**config.mk**
```make
export PLATFORM = sky130hd
export DESIGN_NAME = ppu_px_fifo_mixer
export DESIGN_NICKNAME = d
export VERILOG_FILES = /design/src/rtl/ppu_px_fifo_mixer.sv
export SDC_FILE = /design/constraint.sdc
export NUM_CORES = 1
export LEC_CHECK = 0
export ABC_AREA = 1
export CAP_MARGIN = 25
export CELL_PAD_IN_SITES_DETAIL_PLACEMENT = 1
export CELL_PAD_IN_SITES_GLOBAL_PLACEMENT = 2
export CORE_ASPECT_RATIO = 0.75
export CORE_MARGIN = 4
export CORE_UTILIZATION = 35
export DETAILED_ROUTE_END_ITERATION = 8
export DONT_BUFFER_PORTS = 1
export PLACE_DENSITY = 0.86
export SYNTH_ARGS = -nofsm -noshare
export SYNTH_HDL_FRONTEND = slang
export SYNTH_SLANG_ARGS = --single-unit
```
**constraint.sdc**
```tcl
create_clock -name clk -period 3.73 [get_ports clk]
set_input_delay 0.5595 -clock clk [delete_from_list [all_inputs] [get_ports clk]]
set_output_delay 0.5595 -clock clk [all_outputs]
set_load 0.05 [all_outputs]
```
**src/rtl/ppu_px_fifo_mixer.sv**
```systemverilog
// PPU pixel FIFO with fine-X discard, DMG-style sprite overlay and palette mixing.
// The BG rows are stored in circular slots. The sprite overlay sits in parallel per-slot registers.
module ppu_px_fifo_mixer #(
  parameter int TILE_W = 8,
  parameter int BPP    = 2,
  parameter int DEPTH  = 16,
  localparam int PAL_W = BPP * (1 << BPP)
) (
  input  logic                        clk,
  input  logic                        rst,
  input  logic                        line_start,
  input  logic [$clog2(TILE_W)-1:0]   fine_x,
  input  logic                        bg_push,
  input  logic [BPP*TILE_W-1:0]       bg_planes,
  output logic                        bg_ready,
  input  logic                        sp_load,
  input  logic [BPP*TILE_W-1:0]       sp_planes,
  input  logic [TILE_W-1:0]           sp_mask,
  input  logic                        sp_pri,
  input  logic                        sp_pal,
  input  logic                        pop_en,
  input  logic [PAL_W-1:0]            bgp,
  input  logic [PAL_W-1:0]            obp0,
  input  logic [PAL_W-1:0]            obp1,
  output logic [BPP-1:0]              px_out,
  output logic                        px_valid,
  output logic [$clog2(DEPTH+1)-1:0]  bg_count,
  output logic                        ovf,
  output logic                        sp_drop
);

  localparam int PW = $clog2(DEPTH);
  localparam int CW = $clog2(DEPTH + 1);
  localparam int XW = $clog2(TILE_W);
  localparam logic [CW-1:0] ROW_CNT  = CW'(TILE_W);
  localparam logic [CW-1:0] ROOM_MAX = CW'(DEPTH - TILE_W);

  typedef enum logic [1:0] {IDLE, DISCARD, RUN} state_t;

  state_t                        state;
  logic [XW-1:0]                 discard_cnt;
  logic [PW-1:0]                 rd_ptr;
  logic [PW-1:0]                 wr_ptr;
  logic [BPP-1:0]                bg_mem   [DEPTH];
  logic [BPP-1:0]                sp_col   [DEPTH];
  logic                          sp_pri_m [DEPTH];
  logic                          sp_pal_m [DEPTH];

  logic [TILE_W-1:0][BPP-1:0]    bg_row;
  logic [TILE_W-1:0][BPP-1:0]    sp_row;
  logic [TILE_W-1:0][PW-1:0]     wr_slot;
  logic [TILE_W-1:0][PW-1:0]     rd_slot;

  logic                          push_acc;
  logic                          load_acc;
  logic                          pop_acc;
  logic                          use_sp;
  logic [BPP-1:0]                head_bg;
  logic [BPP-1:0]                head_sp;
  logic [BPP-1:0]                mix_col;
  logic [BPP-1:0]                mix_px;
  logic [PAL_W-1:0]              mix_pal;

  // Row pixel i (i = 0 is leftmost) packs plane bits MSB-first, starting from plane BPP-1.
  for (genvar i = 0; i < TILE_W; i++) begin : g_px
    for (genvar p = 0; p < BPP; p++) begin : g_plane
      assign bg_row[i][p] = bg_planes[p*TILE_W + TILE_W-1-i];
      assign sp_row[i][p] = sp_planes[p*TILE_W + TILE_W-1-i];
    end
    assign wr_slot[i] = wr_ptr + PW'(i);
    assign rd_slot[i] = rd_ptr + PW'(i);
  end

  assign bg_ready = (bg_count <= ROOM_MAX);
  assign push_acc = bg_push && !line_start && bg_ready;
  assign load_acc = sp_load && !line_start && (bg_count >= ROW_CNT);
  assign pop_acc  = pop_en && !line_start && !sp_load && (bg_count != '0) && (state != IDLE);

  always_comb begin
    head_bg = bg_mem[rd_ptr];
    head_sp = sp_col[rd_ptr];
    use_sp  = (head_sp != '0) && !(sp_pri_m[rd_ptr] && (head_bg != '0));
    mix_pal = use_sp ? (sp_pal_m[rd_ptr] ? obp1 : obp0) : bgp;
    mix_col = use_sp ? head_sp : head_bg;
    mix_px  = BPP'(mix_pal >> (int'(mix_col) * BPP));
  end

  always_ff @(posedge clk) begin
    if (push_acc) begin
      for (int unsigned i = 0; i < TILE_W; i++) begin
        bg_mem[wr_slot[XW'(i)]] <= bg_row[XW'(i)];
      end
    end
  end

  always_ff @(posedge clk) begin
    if (rst) begin
      state       <= IDLE;
      discard_cnt <= '0;
      rd_ptr      <= '0;
      wr_ptr      <= '0;
      bg_count    <= '0;
      px_out      <= '0;
      px_valid    <= 1'b0;
      ovf         <= 1'b0;
      sp_drop     <= 1'b0;
      for (int unsigned s = 0; s < DEPTH; s++) begin
        sp_col[PW'(s)]   <= '0;
        sp_pri_m[PW'(s)] <= 1'b0;
        sp_pal_m[PW'(s)] <= 1'b0;
      end
    end else begin
      ovf      <= bg_push && !line_start && !bg_ready;
      sp_drop  <= sp_load && !line_start && (bg_count < ROW_CNT);
      px_valid <= 1'b0;
      if (line_start) begin
        rd_ptr      <= '0;
        wr_ptr      <= '0;
        bg_count    <= '0;
        discard_cnt <= fine_x;
        state       <= (fine_x != '0) ? DISCARD : RUN;
        for (int unsigned s = 0; s < DEPTH; s++) begin
          sp_col[PW'(s)]   <= '0;
          sp_pri_m[PW'(s)] <= 1'b0;
          sp_pal_m[PW'(s)] <= 1'b0;
        end
      end else begin
        if (push_acc) begin
          wr_ptr <= wr_ptr + PW'(TILE_W);
        end
        // A slot accepts a sprite pixel only while its stored sprite colour is still transparent.
        if (load_acc) begin
          for (int unsigned i = 0; i < TILE_W; i++) begin
            if (sp_mask[XW'(TILE_W-1-i)] && (sp_col[rd_slot[XW'(i)]] == '0)) begin
              sp_col[rd_slot[XW'(i)]]   <= sp_row[XW'(i)];
              sp_pri_m[rd_slot[XW'(i)]] <= sp_pri;
              sp_pal_m[rd_slot[XW'(i)]] <= sp_pal;
            end
          end
        end
        if (pop_acc) begin
          rd_ptr           <= rd_ptr + PW'(1);
          sp_col[rd_ptr]   <= '0;
          sp_pri_m[rd_ptr] <= 1'b0;
          sp_pal_m[rd_ptr] <= 1'b0;
          if (state == DISCARD) begin
            discard_cnt <= discard_cnt - XW'(1);
            if (discard_cnt == XW'(1)) begin
              state <= RUN;
            end
          end else begin
            px_valid <= 1'b1;
            px_out   <= mix_px;
          end
        end
        bg_count <= bg_count + (push_acc ? ROW_CNT : '0) - CW'(pop_acc);
      end
    end
  end

endmodule
```
# --- Yosys cells after proc, flatten, opt, wreduce, memory -nomap -nowiden ---
# Memories as Yosys holds them, arrays and structs flattened. A register that Yosys moved wholly into a read port is not among the register bits.
# Cells that the tools add are included.
word_totals:
  regBits: 23
  latch_bits: 0
  mem_bits_rw: 96
  mem_bits_ro: 0
  input_bits: 75
  output_inout_bits: 11
  mem_count: 4
classes:
  addsub: 18
  multipliers: 0
  n_div: 0
  order_cmp: 3
  eq_ne: 2
  n_shift: 1
  n_mux: 195
  bitwise_logic: 54
  reduce_logical: 69
memory_table:
  columns: ["name", "words", "width", "rd", "rd_ports_with_merged_regs", "write_ports", "line_no", "source"]
  rows:
  - ["bg_mem", 16, 2, 1, 1, 8, "44", "logic [BPP-1:0] bg_mem [DEPTH];"]
  - ["sp_col", 16, 2, 8, 1, 16, "45", "logic [BPP-1:0] sp_col [DEPTH];"]
  - ["sp_pal_m", 16, 1, 1, 1, 16, "47", "logic sp_pal_m [DEPTH];"]
  - ["sp_pri_m", 16, 1, 1, 1, 16, "46", "logic sp_pri_m [DEPTH];"]
op_table:
  columns: ["operator", "count"]
  rows:
  - ["4-bit two-way mux", 33]
  - ["1-bit two-way mux", 126]
  - ["2-bit two-way mux", 31]
  - ["1-bit bitwise OR", 51]
  - ["4-bit by 3-bit adder with 4-bit output, second input constant", 8]
  - ["1-bit logical AND", 20]
  - ["2-bit OR reduction", 9]
  - ["4-bit by 2-bit adder with 4-bit output, second input constant", 4]
  - ["2-bit zero test", 8]
  - ["8-bit two-way mux", 2]
  - ["1-bit OR reduction", 16]
  - ["2-bit nonzero test", 6]
  - ["3-bit two-way mux", 3]
  - ["4-bit by 1-bit adder with 4-bit output, second input constant", 2]
  - ["8-bit by 3-bit right shift with 2-bit output", 1]
  - ["3-bit AND reduction", 2]
  - ["5-bit by 4-bit adder with 5-bit output", 1]
  - ["5-bit by 4-bit >= comparator with 1-bit output, second input constant", 1]
  - ["5-bit by 4-bit less-or-equal comparator with 1-bit output, second input constant", 1]
  - ["5-bit by 4-bit < comparator with 1-bit output, second input constant", 1]
  - ["5-bit nonzero test", 1]
  - ["5-bit by 1-bit subtractor with 5-bit output", 1]
  - ["4-bit adder, second input constant", 1]
  - ["1-bit zero test", 4]
  - ["other kinds (7)", 9]

# --- Depth between registers and ports, before layout ---
# Gate-level depths: netlist (run 1).
depth:
  word_depth: 12
  depth_mapped: 25
  ltp_nobuf: 24

# --- Least setup slack after synthesis (run 1) ---
# OpenSTA, ideal clock, no wires.
synth_timing:
  path_type: "register -> register"
  from: "register rd_ptr[1]"
  to: "memory sp_col[5][0], enable pin"
  setup_ns: 0.273
  arrival_ns: 2.961
  t_required_ns: 3.457
  path_slack_ns: 0.496
  path_stages_with_launch: 17
  n_path_buf: 2
  path_cell_list: "dfxtp_1 buf_2 clkinv_1 ha_1 clkbuf_1 clkinv_1 a21oi_1 a21oi_1 nor2_1 nor2_1 nand2_1 nor2_1 nand2_1 nand2_1 nor2_1 nand2_1 or3_1"
synth_rtl:
  columns: ["element", "line_no", "source"]
  rows:
  - ["start, declared", "42", "logic [PW-1:0] rd_ptr;"]
  - ["start signal, assigned", "142", "rd_ptr <= rd_ptr + PW'(1);"]
  - ["end, declared", "45", null]

==> results of run 1 <==
## logic make-up after synthesis
kind of cell / share of synthesized area (%)
simple gates: 37.97
buf+inv: 12.62
compound gates: 15.29
flops: 30.56
fa+ha+maj: 2.797
xor+xnor: 0.7618
## critical path, stage by stage, from the launching register on
cell and delay (ps):
dfxtp_1 350, clkinv_1 190, buf_4 230, ha_1 240
inv_1 70, nor2_1 40, nor2_1 190, inv_1 90
nor2_1 260, nand2_1 100, nand2_1 100, a21oi_1 50
nand2_1 150, nor2_1 60, buf_4 180, nand2_1 140
nand2_1 80, o311ai_0 720, nand2_1 100, inv_1 80
## per-stage QoR
| step | hold slack (ps) | power (mW) | setup WS [ps] | instances | util (%) |
|---|---|---|---|---|---|
| final | 185.5 | 3.520 | 175.0 | 2275 | 40.86 |
| after floorplan | 453.1 | 1.772 | 495.7 | 1821 | - |
| after global routing | 170.0 | 3.647 | 4.709 | 2275 | 40.86 |
| after detailed placement | 479.5 | 1.891 | 147.9 | 2244 | 38.83 |
| after CTS | 170.8 | 3.527 | 125.3 | 2275 | 40.71 |
| after global placement | 452.2 | 1.885 | 120.9 | 2244 | 38.83 |
## synth_stat cells (all sizes together), types with 4 or more instances
library cell and n:
ha 23, a31oi 9, nand2 570, nand3b 4, o221ai 8, buf 21
o211ai 11, o21ai 200, xor2 4, edfxtp 96, o21bai 4, clkbuf 30
nor3 23, nand3 135, dfxtp 24, nand4 30, inv 304, a21oi 73
clkinv 5, nor2 224
## cell type report
cell class,instances,area (um^2)
clock buffers,17,425.4
inverters,309,1160
repair buffers,75,588.1
clock inverters,14,148.9
fillers,4090,18070
flip-flops and latches,120,3364
multi-input cells,1341,6300
well taps,399,499.2
## cell usage in the layout (no fill, tap or decap), types with 2 or more instances in the layout
cell type   netlist  routed
xor2_2            3       2
and2_1            3       3
clkinvlp_4        0       4
edfxtp_1         96      96
clkinv_1          5       5
inv_6             0       4
nand3_1         133     133
inv_1           292     292
xnor2_1           3       2
bufinv_16         0       2
buf_4             5      73
nor2_1          212     207
o211ai_1         11      11
nor4_1            2       2
o21bai_1          4       4
nand3b_1          4       4
ha_1             23      23
clkinv_2          0       3
o21ai_1          13      13
clkbuf_16         0      17
o221ai_1          8       8
buf_12            0       2
a21oi_1          72      72
a31oi_1           9       9
nor3_2            3       5
o21ai_0         187     187
o22ai_1           3       3
nor3_1           19      17
inv_2            12      12
nand2_2           9       9
o21a_1            2       2
dfxtp_1          24      23
nand2_1         560     560
nor2_2            6      10
nand3_2           2       2
nor2_4            6       7
nand4_1          30      30
## worst paths after layout
| kind | to | slack [ps] | cells past startpoint | start |
|---|---|---|---|---|
| worst max-delay path | sp_pal_m[0] | 180 | 19 | rd_ptr[1] |
| worst min-delay path | state[0] | 190 | 1 | rst |
| worst max register to register | sp_pal_m[0] | 180 | 19 | rd_ptr[1] |
| worst min register to register | state[1] | 500 | 2 | state[1] |
## state kept, by name, indices dropped and copies added (netlist names), named ones only
| register | cells |
|---|---|
| wr_ptr | 1 |
| ovf | 1 |
| sp_col | 32 |
| rd_ptr | 4 |
| bg_count | 5 |
| sp_pri_m | 16 |
| sp_drop | 1 |
| discard_cnt | 3 |
| bg_mem | 32 |
| px_out | 2 |
| sp_pal_m | 16 |
| px_valid | 1 |
| state | 2 |
## routing by layer
metal	vias up	share of wire, %
li1	5939	-
met1	6271	47
met2	555	42
met3	55	9.8
met4	0	1.3
met5	-	0
## report_power, final
group          switching (mW)  internal (mW)
Combinational           0.258         0.0912
Sequential             0.0341           1.49
Clock                   0.662          0.981
Total                   0.953           2.57
==> flow_summary.ini, run 1 <==
[global_routing]
use_met1_pct = 47.15
antenna_found_initial = 1
grt_use_total_pct = 31.57
grt_first_pass_wirelength_mm = 79.58
use_met3_pct = 7.515
top_usage_layer = met1
groute.layer.met2.usage_pct = 46.81
grt_overflow_total = 0
grt_pass1_vias = 12540
grt_max_degree = 41

[synth]
synth_area_leaders = edfxtp_1 (26%), nand2_1 (19%), inv_1 (10%)
synth.avg_cell_area_um2 = 6.044
ys_seq_area_share_pct = 30.56
synth_edf_count = 96
ys_ff_latch = 120
synth_top_cell_by_area = edfxtp_1
ys.flop_type = edfxtp_1
syn-num-nets = 1920
synthCells = 1821
syn_area_um2 = 11010
synth.distinct_cells = 48
async_flop_share_pct = 0
netlist.area_leader.share_pct = 26.19
yosysWarnings = 0

[clocking]
clock_latency_ps = 440
cts_sinks = 120
cts_buffers = 17
cts_tree = done
ctsHoldBuffers = 0
clock_path_buffers = 2
cts_setup_buffers = 0
htree_num_levels = 4
cts_repair_resize_count = 0
clk_pin_slew_ps = 60
cts_root_buffer = clkbuf_16

[setup_path]
start_kind = flip-flop
crit_path_max_fanout = 8
cp.arrival_ps = 3870
cp-end-kind = flip-flop
cp.required_ps = 4040
critPathKind = flip-flop to flip-flop

[timing]
drv_slew = 0
rsz0062_at_grt = false
min_period_ps = 3555
setup_tns_ps = 0
finalSetupViolCount = 0
fmax_mhz = 281.3
clock_skew_ps = 9.581
period_share_pct = 95.31
report.final.hold_viol_count = 0
slew-limit-headroom_pct = 42.38
worstMarginPinSlew_ps = 853.5

[cells_and_area]
area_delta_synth_final_pct = 13.45
nNetsFinal = 1963
layout-drive-gt1-share_pct = 8.635
stdcell_area_um2 = 12490
diodes = 0

[routing]
viasPerCell = 5.635
routed_wl_mm = 54.95
drtIter0Drc = 1434
antenna_left = 0
via_count = 12820
drc = 0
post_drt_wl_per_cell_um = 24.15
firstDrtPassIters = 7

[floorplan]
dieArea_um2 = 34380
ioPinCount = 86
start_util_pct = 36.02
core_um2 = 30550
row_count = 55
die_w_um = 212.8
fp.dieH_um = 161.6

[pwr]
peakVddDrop_mv = 0.3000
powerDensity_nw_per_um2 = 281.9
leakage_nw = 5.952

[hold_path]
worst_hold_path_type = input port to flip-flop

[run_status]
status = finished, final reports clean

[place]
hpwlAfterDp_mm = 45.55
place_area_um2 = 11860
gp_congestion = 1.023
port_buffers = 0

[run]
drv_cap = 0
(Power assumes the default switching activity.)
==> inputs of run 2 (changes only) <==
ABC_CLOCK_PERIOD_IN_PS = 3730   (was not set)
CELL_PAD_IN_SITES_DETAIL_PLACEMENT = 0   (was 1)
CELL_PAD_IN_SITES_GLOBAL_PLACEMENT = 1   (was 2)
CORE_UTILIZATION = 46   (was 35)
PLACE_DENSITY = 0.87   (was 0.86)
==> run 2 against run 1 <==
Effect of this change:
- critical path type unchanged
- highest routed layer unchanged
- register-to-register slack better by 30 ps
- sequential cell count stayed put
- global-route usage up 4.0 points
- via count down 0.87%
- clock skew rose by 2.5 ps
- first-iteration DRC count is 22% higher
==> flow_summary.ini, run 2 (synthesis gave the netlist of run 1 again) <==
[clocking]
clk_pin_slew_ps = 60
ctsHoldBuffers = 0
clock_path_buffers = 2
cts_buffers = 17
htree_num_levels = 4
clock_latency_ps = 430
cts_tree = done
cts_sinks = 120
cts_root_buffer = clkbuf_16

[pwr]
intPower_mw = 2.636
leakage_nw = 5.876
p_clk_share_pct = 47.2
power_mw = 3.521
switching_share_pct = 25.14
p_comb_share_pct = 9.5
peakVddDrop_mv = 0.3725
sequentialPowerShare_pct = 43.3
power.net_switching_mw = 0.8853
powerDensity_nw_per_um2 = 288.3

[setup_path]
path_delay_family = simple AND/OR/NAND/NOR gates
start_kind = flip-flop
cp_slowest_cell = o311ai_0
cp.required_ps = 4030
crit_path_max_fanout = 19
critPathKind = flip-flop to flip-flop
path_buf_inv = 3
slowest_delay_ps = 740
crit_path_frequent_cell = nand2_1
cp-end-kind = flip-flop
cp.arrival_ps = 3820
path_cells = inv_1 -> nand2_1 -> nand3_1 -> nand3_1 -> nand3_1 -> nand2_1 -> nor2_1 -> nand2_1 -> nand2_2 -> nand2_1 -> o311ai_0 -> buf_4 -> nand2_1 -> inv_1

[routing]
drtIter0Drc = 1743
via_count = 12710
antenna_left = 0
viasPerCell = 5.872
drt-met1-wl_mm = 20.35
met2WireLength_mm = 19.34
post_drt_wl_per_cell_um = 22.45
drc = 0
routed.top_layer = met4
firstDrtPassIters = 7
routed_wl_mm = 48.58
wl_met3_mm = 7.446

[timing]
rsz0062_at_grt = false
min_period_ps = 3526
finalSetupViolCount = 0
period_share_pct = 94.53
slew-limit-headroom_pct = 46.31
report.final.hold_viol_count = 0
setup_tns_ps = 0
fmax_mhz = 283.6
fin_ws_ps = 204.1
worstMarginPinSlew_ps = 795.3
clock_skew_ps = 12.03
drv_slew = 0

[floorplan]
start_util_pct = 47.35
dieArea_um2 = 26490
die_w_um = 186.6
ioPinCount = 86
fp.dieH_um = 142.0
row_count = 48
core_um2 = 23240

[global_routing]
grt_pass1_vias = 11500
antenna_found_initial = 1
grt_overflow_total = 0
grt_max_degree = 26
grt_use_total_pct = 35.57
grt_first_pass_wirelength_mm = 70.59

[place]
hpwlAfterDp_mm = 39.11
place_area_um2 = 11610
dp_slack_ps = 299.5
gp_congestion = 1.108
port_buffers = 0

[cells_and_area]
final.fill_count = 2339
final_common_cell = nand2_1
diodes = 0
nNetsFinal = 1950
stdcell_area_um2 = 12210
multi_input_area_um2 = 6264
most-common-layout-cells = nand2_1 (560), inv_1 (292), nor2_1 (211)
layout-drive-gt1-share_pct = 7.403
area_delta_synth_final_pct = 10.98
seq_area_um2 = 3363

[hold_path]
worst_hold_path_type = input port to flip-flop

[run_status]
status = finished, final reports clean

[run]
drv_cap = 0
[run 2: per-stage QoR]
stage | util [%] | instances | hold WS (ps)
global placement | 49.95 | 2131 | 452.3
finish | 52.55 | 2164 | 204.4
global route | 52.55 | 2164 | 192.0
detailed placement | 49.95 | 2131 | 459.6
CTS | 52.49 | 2163 | 190.2
floorplan | - | 1821 | 453.1
[run 2: worst reg2reg max path: stages (launching register included)]
cell and delay [ps]:
dfxtp_1 320, inv_1 420, nand2_1 110, nand3_1 130
nand3_1 110, nand3_1 120, nand2_1 80, nor2_1 340
nand2_1 160, nand2_2 410, nand2_1 150, o311ai_0 740
buf_4 230, nand2_1 50, inv_1 40
[run 2: what timing repair did]
| item | CTS | global route |
|---|---|---|
| gates resized for setup | 0 | 2 |
| setup endpoints to repair | 0 | 10 |
| setup buffers | 0 | 0 |
[run 2: power by group through the flow]
stage	clock (mW)	sequential, mW	combinational, mW
floorplan	0	1.54	0.227
global route	1.72	1.53	0.364
global placement	0	1.55	0.319
detailed placement	0	1.55	0.320
finish	1.66	1.53	0.334
CTS	1.66	1.52	0.323
[run 2: routing by layer]
layer,global-route usage [%],vias to the layer above
li1,-,5897
met2,50.32,873
met3,11.30,121
met4,10.35,0
met1,52.13,5817
met5,0,-
[run 2: area by class of cell]
type                       count  share of cell area, %
inverter                     309                  9.496
multi-input combinational   1341                  51.28
clock buffer                  21                  3.606
timing repair buffer          62                  3.790
tap                          300                  3.073
clock inverter                11                  1.219
sequential                   120                  27.54
[run 2: path summary, 6_finish.rpt]
check	from	end	slack, ps	cells past startpoint
max	flip-flop	sp_pri_m[0]	200	14
min	rst	discard_cnt[1]	200	1
max reg2reg	flip-flop	sp_pri_m[0]	200	14
min reg2reg	discard_cnt[1]	discard_cnt[1]	470	2
==> inputs of run 3 (changes only) <==
ABC_AREA = not set   (was 1)
CORE_UTILIZATION = 50   (was 46)
PLACE_DENSITY = 0.86   (was 0.87)
==> run 3 against run 2 <==
Effect of this change:
- cell area is 0.24% lower
- cell count is 29% lower
- fmax is 1.8% lower
- wire length is 1.0% lower
- worst hold slack worse by 26 ps
- critical path type unchanged
==> flow_summary.ini, run 3 <==
[synth]
synth_compound_area_share_pct = 21.06
synthAdderAreaFrac_pct = 2.839
synthCells = 1235
synth_commonest_cells = nand2_1 (107), nor2_1 (103), edfxtp_1 (96)
syn_area_um2 = 10840
yosysWarnings = 0
synthMuxAreaShare_pct = 12.86
synth.avg_cell_area_um2 = 8.779
synth.distinct_cells = 93
synth_area_leaders = edfxtp_1 (27%), mux4_2 (7.9%), dfxtp_1 (4.4%)
ys_ff_latch = 120
synth_xor_area_share_pct = 1.616
yosysMostFrequentCell = nand2_1
synth_simple_gate_area_share_pct = 25.04
synth_top_cell_by_area = edfxtp_1
synth_edf_count = 96
syn-num-nets = 1334
async_flop_share_pct = 0
synth_top_family_by_area = simple AND/OR/NAND/NOR gates
ys.flop_type = edfxtp_1
netlist.area_leader.share_pct = 26.59
ys_seq_area_share_pct = 31.02

[clocking]
ctsHoldBuffers = 0
clk_pin_slew_ps = 50
cts_buffers = 25
cts_tree = done
clock_path_buffers = 3
cts_root_buffer = clkbuf_16
htree_num_levels = 4
clock_latency_ps = 460
cts_repair_resize_count = 0
cts_setup_buffers = 0
cts_sinks = 120

[cells_and_area]
final.fill_count = 1853
layout-drive-gt1-share_pct = 17.08
area_delta_synth_final_pct = 12.39
final_common_cell = nand2_1
most-common-layout-cells = nand2_1 (107), nor2_1 (103), edfxtp_1 (96)
nNetsFinal = 1352
diodes = 0

[timing]
clock_skew_ps = 20.38
rsz0062_at_grt = false
setup_tns_ps = 0
drv_slew = 0
whs_ps = 178.2
worstMarginPinSlew_ps = 1078
fmax_mhz = 278.4
min_period_ps = 3592
finalSetupViolCount = 0
slew-limit-headroom_pct = 28.13
report.final.hold_viol_count = 0
period_share_pct = 96.30

[floorplan]
core_um2 = 21240
start_util_pct = 51.05
dieArea_um2 = 24130
row_count = 46
die_w_um = 178.0
ioPinCount = 86
fp.dieH_um = 135.5

[setup_path]
cp.depth = 12
path_delay_family = compound AO/OA/AOI/OAI gates
start_kind = flip-flop
cp.arrival_ps = 3790
cp_slowest_cell = mux4_2
path_cells = inv_1 -> ha_1 -> buf_4 -> mux4_2 -> a21o_1 -> a2111oi_2 -> buf_4 -> buf_4 -> and2_0 -> a211oi_2 -> a32oi_1 -> o21ai_0
critPathKind = flip-flop to flip-flop
crit_path_max_fanout = 9
r2r_cells = 12
path_buf_inv = 4
slowest_delay_ps = 400
cp.required_ps = 3930
cp-end-kind = flip-flop
crit_path_frequent_cell = buf_4

[pwr]
power_mw = 3.749
leakage_nw = 4.615
powerDensity_nw_per_um2 = 307.7
peakVddDrop_mv = 0.5249

[global_routing]
grt_pass1_vias = 10820
grt_overflow_total = 0
grt_max_degree = 40
grt_use_total_pct = 39.31
grt_first_pass_wirelength_mm = 70.10
antenna_found_initial = 0

[routing]
viasPerCell = 7.396
drtIter0Drc = 1954
routed_wl_mm = 48.09
via_count = 11440
post_drt_wl_per_cell_um = 31.08
firstDrtPassIters = 7
drc = 0
antenna_left = 0

[place]
port_buffers = 0
hpwlAfterDp_mm = 35.93
gp_congestion = 1.080

[hold_path]
worst_hold_path_type = input port to flip-flop
whs_path_depth = 1

[run_status]
status = finished, final reports clean

[run]
drv_cap = 0
-- run 3: cell count changes after synthesis, moves of 39 or more --
cell      delta
clkbuf_1    +39
nand2_1    -453
o21ai_0    -130
nand3_1     -59
inv_1      -251
nor2_1     -109
-- run 3: path summary, 6_finish.rpt --
check	from	end	slack, ps
setup / recovery	rd_ptr[1]	sp_col[12][0]	140
hold / removal	rst	state[0]	180
setup reg to reg	rd_ptr[1]	sp_col[12][0]	140
hold reg to reg	state[0]	state[0]	460
-- run 3: power breakdown --
part	total, mW	leakage, nW	switching, mW	internal [mW]
Clock	1.87	0.334	0.605	1.26
Combinational	0.337	3.08	0.211	0.127
Sequential	1.54	1.20	0.0437	1.50
Total	3.75	4.61	0.859	2.89
-- run 3: per-layer routing --
layer / vias up / GRT usage [%] / share of wire, %
met2: 1018 / 54.72 / 40
met3: 165 / 15.74 / 17
met1: 5447 / 55.35 / 39
met5: - / 0 / 0
met4: 0 / 13.65 / 4.4
li1: 4811 / - / -
-- run 3: cell families (layout without fill, tap and decap cells) --
| family | count (synthesis) | in the layout |
|---|---|---|
| compound gates | 322 | 322 |
| xor+xnor | 20 | 20 |
| fa+ha+maj | 24 | 24 |
| buf+inv | 143 | 167 |
| flops | 120 | 120 |
| mux | 84 | 84 |
| simple gates | 522 | 522 |
-- run 3: layout make-up --
class / count / area, um^2 / share of cell area [%]
inverter: 45 / 168.9 / 1.386
multi-input combinational: 972 / 6903 / 56.65
sequential: 120 / 3364 / 27.61
tap: 288 / 360.3 / 2.957
clock buffer: 30 / 644.4 / 5.288
clock inverter: 3 / 38.79 / 0.3183
timing repair buffer: 89 / 705.7 / 5.791
-- run 3: per-stage QoR --
step	cells	area, um^2	worst slack [ps]	util (%)
2_1_floorplan	1235	10840	141.2	-
3_3_place_gp	1514	11490	235.0	54.09
3_5_place_dp	1514	11490	221.8	54.09
4_1_cts	1547	12170	182.5	57.31
5_1_grt	1547	12190	25.92	57.38
6_report	1547	12190	138.1	57.38
